### src/rtl/bp_pkg.sv
// bp_pkg: shared sizes, counter encodings and entry record for the branch predictor
package bp_pkg;
  localparam int BP_ENTRIES = 8;
  localparam int BP_IDX_W = 3;
  localparam int BP_TAG_W = 12;
  localparam logic [1:0] CTR_SNT = 2'b00;
  localparam logic [1:0] CTR_WNT = 2'b01;
  localparam logic [1:0] CTR_WT = 2'b10;
  localparam logic [1:0] CTR_ST = 2'b11;
  typedef struct packed {
    logic valid;
    logic [BP_TAG_W-1:0] tag;
    logic [1:0] ctr;
    logic [15:0] target;
  } bp_entry_t;
endpackage

### src/rtl/sat_counter_2b.sv
// sat_counter_2b: 2-bit saturating direction counter, load has priority over inc/dec
// Ports: clk, rst_n (async, active-low, resets to weak-NT), inc, dec, load, load_val[1:0], cnt[1:0]
module sat_counter_2b
  import bp_pkg::*;
(
  input  logic       clk,
  input  logic       rst_n,
  input  logic       inc,
  input  logic       dec,
  input  logic       load,
  input  logic [1:0] load_val,
  output logic [1:0] cnt
);
  logic [1:0] cnt_q, cnt_d;
  always_comb
    cnt_d = load ? load_val :
            (inc && cnt_q != CTR_ST) ? cnt_q + 2'd1 :
            (dec && cnt_q != CTR_SNT) ? cnt_q - 2'd1 : cnt_q;
  always_ff @(posedge clk or negedge rst_n)
    if (!rst_n) cnt_q <= CTR_WNT;
    else cnt_q <= cnt_d;
  assign cnt = cnt_q;
endmodule

### src/rtl/branch_predictor.sv
// branch_predictor: 8-entry direct-mapped BHT+BTB with combinational prediction
// Ports: clk, rst_n (async, active-low); PC_curr -> predicted_taken, predicted_target;
//        IF_ID_PC_curr, wen_BHT, wen_BTB, actual_taken, actual_target update the indexed entry
module branch_predictor
  import bp_pkg::*;
(
  input  logic        clk,
  input  logic        rst_n,
  input  logic [15:0] PC_curr,
  output logic        predicted_taken,
  output logic [15:0] predicted_target,
  input  logic [15:0] IF_ID_PC_curr,
  input  logic        wen_BHT,
  input  logic        wen_BTB,
  input  logic        actual_taken,
  input  logic [15:0] actual_target
);
  logic                valid_q [BP_ENTRIES];
  logic [BP_TAG_W-1:0] tag_q [BP_ENTRIES];
  logic [15:0]         target_q [BP_ENTRIES];
  logic [1:0]          ctr [BP_ENTRIES];
  bp_entry_t           ent [BP_ENTRIES];
  logic [BP_IDX_W-1:0] ridx, uidx;
  logic [BP_TAG_W-1:0] utag;
  logic                rhit, uhit, alloc, tgt_we;
  logic [1:0]          alloc_ctr;
  logic                unused;
  // Bit 0 of both PCs is never part of index or tag
  assign unused = ^{PC_curr[0], IF_ID_PC_curr[0]};
  assign ridx = PC_curr[3:1];
  assign uidx = IF_ID_PC_curr[3:1];
  assign utag = IF_ID_PC_curr[15:4];
  always_comb begin
    rhit = ent[ridx].valid && ent[ridx].tag == PC_curr[15:4];
    uhit = ent[uidx].valid && ent[uidx].tag == utag;
    alloc = (wen_BHT || wen_BTB) && !uhit;
    tgt_we = alloc || (uhit && wen_BTB);
    // A BTB-only allocation has no direction information, so it starts weak-NT
    alloc_ctr = (wen_BHT && actual_taken) ? CTR_WT : CTR_WNT;
    predicted_taken = rhit && ent[ridx].ctr[1];
    predicted_target = rhit ? ent[ridx].target : 16'h0000;
  end
  for (genvar i = 0; i < BP_ENTRIES; i++) begin : g_ent
    logic sel;
    assign sel = uidx == BP_IDX_W'(i);
    sat_counter_2b u_ctr (
      .clk      (clk),
      .rst_n    (rst_n),
      .inc      (sel && uhit && wen_BHT && actual_taken),
      .dec      (sel && uhit && wen_BHT && !actual_taken),
      .load     (sel && alloc),
      .load_val (alloc_ctr),
      .cnt      (ctr[i])
    );
    assign ent[i] = '{valid: valid_q[i], tag: tag_q[i], ctr: ctr[i], target: target_q[i]};
  end
  always_ff @(posedge clk or negedge rst_n)
    if (!rst_n) begin
      for (int k = 0; k < BP_ENTRIES; k++) begin
        valid_q[k] <= 1'b0;
        tag_q[k] <= '0;
        target_q[k] <= '0;
      end
    end else begin
      if (alloc) begin
        valid_q[uidx] <= 1'b1;
        tag_q[uidx] <= utag;
      end
      if (tgt_we) target_q[uidx] <= actual_target;
    end
endmodule
### config.mk
export PLATFORM = sky130hd
export DESIGN_NAME = branch_predictor
export DESIGN_NICKNAME = d
export VERILOG_FILES = /design/src/rtl/bp_pkg.sv /design/src/rtl/sat_counter_2b.sv /design/src/rtl/branch_predictor.sv
export SDC_FILE = /design/constraint.sdc
export NUM_CORES = 1
export LEC_CHECK = 0
export BUFFER_PORTS_ARGS = -buffer_cell sky130_fd_sc_hd__buf_2
export CAP_MARGIN = 20
export CORE_UTILIZATION = 56
export CTS_CLUSTER_DIAMETER = 50
export CTS_CLUSTER_SIZE = 28
export DETAILED_ROUTE_END_ITERATION = 10
export PLACE_DENSITY = 0.75
export SYNTH_ARGS = -nofsm -noshare
export SYNTH_HDL_FRONTEND = slang
export SYNTH_SLANG_ARGS = --single-unit
### constraint.sdc
create_clock -name clk -period 2.9 [get_ports clk]
set_clock_uncertainty 0.05 [all_clocks]
set_input_delay 0.145 -clock clk [delete_from_list [all_inputs] [get_ports clk]]
set_output_delay 0.145 -clock clk [all_outputs]
set_load 0.02 [all_outputs]
==> flow_summary.ini, run 1 <==
[grt]
grt_pass1_vias = 9145
grt_max_degree = 92
track_usage = 0.2798
grt_pass1_wl_mm = 51.38
antenna_found_initial = 0
overflow = 0

[synth]
avgSynthCellArea_um2 = 14.07
synthesis.nets = 972
synth_top_area_share = 0.4644
synth_area_leaders = dfrtp_1 46%, mux2_2 15%, mux4_2 11%
synth_area_um2 = 12930
synth.most_common_cell = dfrtp_1
syn_inst = 919
synth_common_cells = 240 x dfrtp_1, 170 x mux2_2, 66 x mux4_2, 62 x mux2_1, 54 x mux2i_1
async_flop_share = 1.000
ys_types = 62
seq_area_frac_synth = 0.4807
synth-seq-cells = 248
synth_edf_count = 0
synth-warning-count = 0
yosys.area.top_type = dfrtp_1
synth_flop_cell = dfrtp_1

[floorplanning]
die_h_um = 154.0
fp.coreArea_um2 = 22640
ios = 70
die_area_um2 = 23710
die_w_um = 154.0
start_util = 0.5712
fp-row-count = 55

[setup_path]
cp_data_required_time_ps = 2710
endpoint_kind = primary output
crit_arrival_ps = 3020
crit_path_max_fanout = 8
cp_common_cell = buf_6
worstSetupPathType = register to primary output
worst_path_max_delay_cell = mux4_2
critPathLaunchType = register
max_stage_delay_ps = 490
crit_family = multiplexers
crit_chain = mux4_2, mux2i_1, xnor2_1, nor4_2, buf_4, nand4_1, buf_6, buf_12, nor2_4, buf_6
critPathBufInv = 4

[placement]
portBuffers = 67
post_dp_cell_area_um2 = 14410
dp.cells = 1310
hpwl_mm = 20.65
place.gp.congestion = 0.8408
dpl_worst_slack_ps = -232.6

[sta]
fin_ws_ps = -313.4
period_share = 1.108
hold_ws_ps = 166.0
final_max_slew_viol_count = 0
relSlewSlack = 0.2862
worst_pin_slew_ps = 1067
grt_setup_unrepaired = true
setup_violations = 145
hold_violations = 0
layout_min_cycle_time_ps = 3213
fmax_mhz = 311.2

[clock_tree]
clock-sinks = 248
h-tree-depth = 1
clockBufferDepth = 3
cts.clk_slew.worst_paths_ps = 70
cts-root-buf = clkbuf_16
cts_buffers = 27
cts_tree = built
clkLatencyLatePin_ps = 550

[routing]
post_drt_wl_per_cell_um = 27.59
first_pass_iters = 5
drc = 0
initialDrtViolationCount = 668
vias_per_cell = 6.579
drt-total-wl_mm = 39.09
vias = 9322
final_antenna_net_count = 0

[power_and_ir_drop]
power.total_mw = 11.03
ir_drop_uv = 469.0
p_leak_nw = 7.735
power_density_nw_per_um2 = 644.3

[worst_hold_path]
worstHoldPathType = primary input to async pin

[run_status]
run_status = finished, violations left
violations = negative setup slack

[final_layout]
drive_gt1_frac = 0.5362
stdcell_count = 1417
syn2layout_area_growth_pct = 32.40
layout.nets = 1165
diodes = 0
final_area_um2 = 17120

[flow_run]
drv_cap = 0
## cell type report
class                   instances  area, um2
inverters                      18      67.56
clock inverters                19      210.2
well taps                     285      356.6
fillers                      1242       5518
flip-flops and latches        248       6216
clock buffers                  30      706.9
repair buffers                229       2434
multi-input cells             588       7132
## cells in the final DEF (no fill, tap or decap), types with 14 or more instances in the layout
| cell type | instances |
|---|---|
| nand2_1 | 17 |
| mux4_2 | 66 |
| a21oi_1 | 14 |
| dlygate4sd3_1 | 30 |
| clkbuf_16 | 38 |
| xnor2_1 | 18 |
| buf_4 | 73 |
| mux2i_1 | 51 |
| buf_2 | 48 |
| dfrtp_1 | 240 |
| buf_12 | 32 |
| mux2_4 | 143 |
| mux2_2 | 82 |
| nor2_4 | 16 |
| buf_6 | 29 |
| nor2_1 | 15 |
| inv_1 | 18 |
## logic make-up after synthesis
family / Yosys count / synth area share
and+or+nand+nor: 117 / 0.05708
buffers and inverters: 84 / 0.03473
xor gates and xnor gates: 24 / 0.01625
DFF: 248 / 0.4807
AOI/OAI and AO/OA: 94 / 0.05254
muxes: 352 / 0.3587
## per-stage QoR
| step | TNS [ps] | utilization |
|---|---|---|
| finish | -13060 | 0.7563 |
| global route | -28970 | 0.7563 |
| CTS | -5576 | 0.7070 |
| detailed placement | -32780 | 0.6363 |
| global placement | -29210 | 0.6363 |
| floorplan | 0 | - |
## path summary, 6_finish.rpt
| kind | slack (ps) | startpoint | endpoint | depth (start not counted) |
|---|---|---|---|---|
| min | 170 | rst_n | ent[112]$_DFFE_PN0P_ | 2 |
| min reg2reg | 450 | ent[61]$_DFFE_PN0P_ | ent[61]$_DFFE_PN0P_ | 1 |
| max reg2reg | -130 | ent[19]$_DFFE_PN0P_ | ent[223]$_DFFE_PN0P_ | 11 |
| min in group clk | 190 | wen_BHT | g_ent[3].u_ctr.cnt[1]$_DFFE_PN0P_ | 5 |
| max in group asynchronous | 1750 | rst_n | g_ent[7].u_ctr.cnt[0]$_DFFE_PN1P_ | 3 |
| max | -310 | ent[60]$_DFFE_PN0P_ | predicted_target[15] | 10 |
## where the power goes
part	internal (mW)	switching [mW]
sequential	4.18	0.537
clock	1.94	1.65
combinational	1.64	1.09
total	7.75	3.28
## worst reg2reg max path: cells and delay by family, from the launching register on
family,cells,cell delay [ps]
and+or+nand+nor,3,410
muxes,3,980
buffers and inverters,3,500
DFF,1,390
xor gates and xnor gates,1,250
AOI/OAI and AO/OA,1,350
## metal layers
layer  global-route usage  wire length [um]  vias to the layer above
met5                    0                 0                        -
met4              0.07857              1566                        0
met3              0.03664              2792                      119
met2               0.4541             18990                      452
met1               0.3983             15740                     4894
li1                     -                 -                     3857
## timing repair
action,CTS,global route
resized for setup,73,195
hold buffers,30,0
gates cloned,2,12
pin swaps,17,15
endpoints found under the setup margin,199,222
endpoints found under the hold margin,305,0
setup buffers,9,7
## registers in the layout (all words and copies together) (netlist names)
signal and flops:
ent 232, g_ent.u_ctr.cnt 16
(Power assumes the default switching activity.)
==> run 2, diff against run 1 <==
Settings changed: CORE_UTILIZATION 56 to 36, GPL_TIMING_DRIVEN set to 0, PLACE_DENSITY 0.75 to 0.52, SKIP_LAST_GASP set to 1.
==> run 2 against run 1 <==
Highest routed layer unchanged. Flip-flop and latch count stayed put. Cell count is 13% higher. Largest power group unchanged. Count of clock-buffer cells in the layout grew 11. Utilization shrank 25 points. Worst hold slack got worse by 51 ps. Final area grew 4.5%. Die area up 55%. Combinational power is essentially flat. Sequential power fell by 1%. Critical path type unchanged. Wire length is 1.8% higher. Non-clock buffer count shrank 1. Clock power up 26%. The run still ends with negative setup slack left.
==> flow_summary.ini, run 2 (same netlist as run 1, synthesis figures left out) <==
[grt]
antenna_found_initial = 0
overflow = 0
grt_pass1_vias = 9068
grt_pass1_wl_mm = 58.56
track_usage = 0.2157
grt_max_degree = 95

[final_layout]
layout.nets = 1172
layout_commonest_cell = dfrtp_1
drive_gt1_frac = 0.5458
fin_util = 0.5045
most-common-layout-cells = 240 x dfrtp_1, 159 x mux2_4, 70 x mux2_2
syn2layout_area_growth_pct = 38.41
largest_reg_flops = 232
stdcell_count = 1608
diodes = 0

[clock_tree]
h-tree-depth = 2
clkLatencyLatePin_ps = 520
clock-sinks = 248
cts_buffers = 36
cts.clk_slew.worst_paths_ps = 70
clockBufferDepth = 3
cts_tree = built
cts-root-buf = clkbuf_16

[setup_path]
endpoint_kind = primary output
ff2ff_path_depth = 12
cp_data_required_time_ps = 2710
critPathLaunchType = register
crit_path_max_fanout = 5
worstSetupPathType = register to primary output
crit_arrival_ps = 2970

[power_and_ir_drop]
power.total_mw = 11.90
ir_drop_uv = 609.4
p_leak_nw = 7.938
power_density_nw_per_um2 = 664.8

[floorplanning]
ios = 70
fp-row-count = 69
die_area_um2 = 36690
fp.coreArea_um2 = 35480
start_util = 0.3645
die_w_um = 191.5
die_h_um = 191.5

[sta]
final_max_slew_viol_count = 0
fin_ws_ps = -265.8
layout_min_cycle_time_ps = 3166
worst_pin_slew_ps = 981.4
setup_violations = 156
hold_ws_ps = 114.9
relSlewSlack = 0.3433
hold_violations = 0
grt_setup_unrepaired = true
period_share = 1.092
fmax_mhz = 315.9

[routing]
drc = 0
drt-total-wl_mm = 39.81
first_pass_iters = 5
vias = 8957
final_antenna_net_count = 0
post_drt_wl_per_cell_um = 24.76
initialDrtViolationCount = 700
vias_per_cell = 5.570

[placement]
place.gp.congestion = 0.8195
dp.cells = 1431
portBuffers = 49
dpl_worst_slack_ps = -1738
hpwl_mm = 23.31

[worst_hold_path]
worstHoldPathType = primary input to async pin

[run_status]
violations = negative setup slack
run_status = finished, violations left

[flow_run]
drv_cap = 0
[run 2: changes by cell type in the layout (fill, tap and decap cells not counted), moves of 11 or more]
cell           previous run  this run
buf_4                    73        33
buf_6                    29        53
clkbuf_1                  1        17
mux2_4                  143       159
mux2_2                   82        70
dlygate4sd3_1            30        19
[run 2: final cells by class]
type,instances,area [um2]
plain buffers,63,564.3
clock buffers,41,950.9
clock inverters,25,289.0
fillers,2954,17580
inverters,18,67.56
multi-input cells,587,7307
flip-flops and latches,248,6216
well taps,461,576.8
repair buffers,165,1928
[run 2: report_power, final]
part           switching [mW]  internal (mW)
Sequential              0.472           4.18
Combinational            1.08           1.67
Clock                    1.80           2.71
Total                    3.35           8.55
[run 2: critical path: stages, from the launching register on]
cell,delay [ps]
dfrtp_1,400
mux4_2,490
mux2i_2,210
xnor2_1,120
nor4_2,470
nand4_1,170
buf_6,190
clkbuf_16,180
nor2_4,110
buf_6,130
[run 2: stage by stage]
| stage | instance area, um2 | setup TNS (ps) |
|---|---|---|
| after floorplan | 12930 | 0 |
| after global placement | 13760 | -949480 |
| after detailed placement | 13820 | -189630 |
| after CTS | 17100 | -11350 |
| after global routing | 17900 | -33180 |
| final | 17900 | -14930 |
[run 2: metal layers]
layer,global-route usage,vias up,part of all wire
met5,0,-,0
met1,0.3266,4790,0.49
met3,0.02992,59,0.045
met2,0.3202,234,0.45
met4,0.05830,0,0.020
li1,-,3874,-
[run 2: what timing repair did]
item | CTS | global route
endpoints found under the hold margin | 198 | 0
setup buffers | 64 | 22
setup endpoints to repair | 255 | 260
hold buffers | 19 | 0
resized for setup | 263 | 166
pin swaps | 30 | 37
gates cloned | 10 | 8
[run 2: worst paths after layout]
check / from / endpoint / slack (ps)
worst max-delay path: ent[25]$_DFFE_PN0P_ / predicted_target[14] / -270
worst min-delay path: rst_n / ent[229]$_DFFE_PN0P_ / 110
worst max register to register: ent[82]$_DFFE_PN0P_ / ent[13]$_DFFE_PN0P_ / -160
worst min register to register: ent[92]$_DFFE_PN0P_ / ent[92]$_DFFE_PN0P_ / 450
max in group asynchronous: rst_n / ent[120]$_DFFE_PN0P_ / 1760
min in group clk: IF_ID_PC_curr[8] / ent[53]$_DFFE_PN0P_ / 130
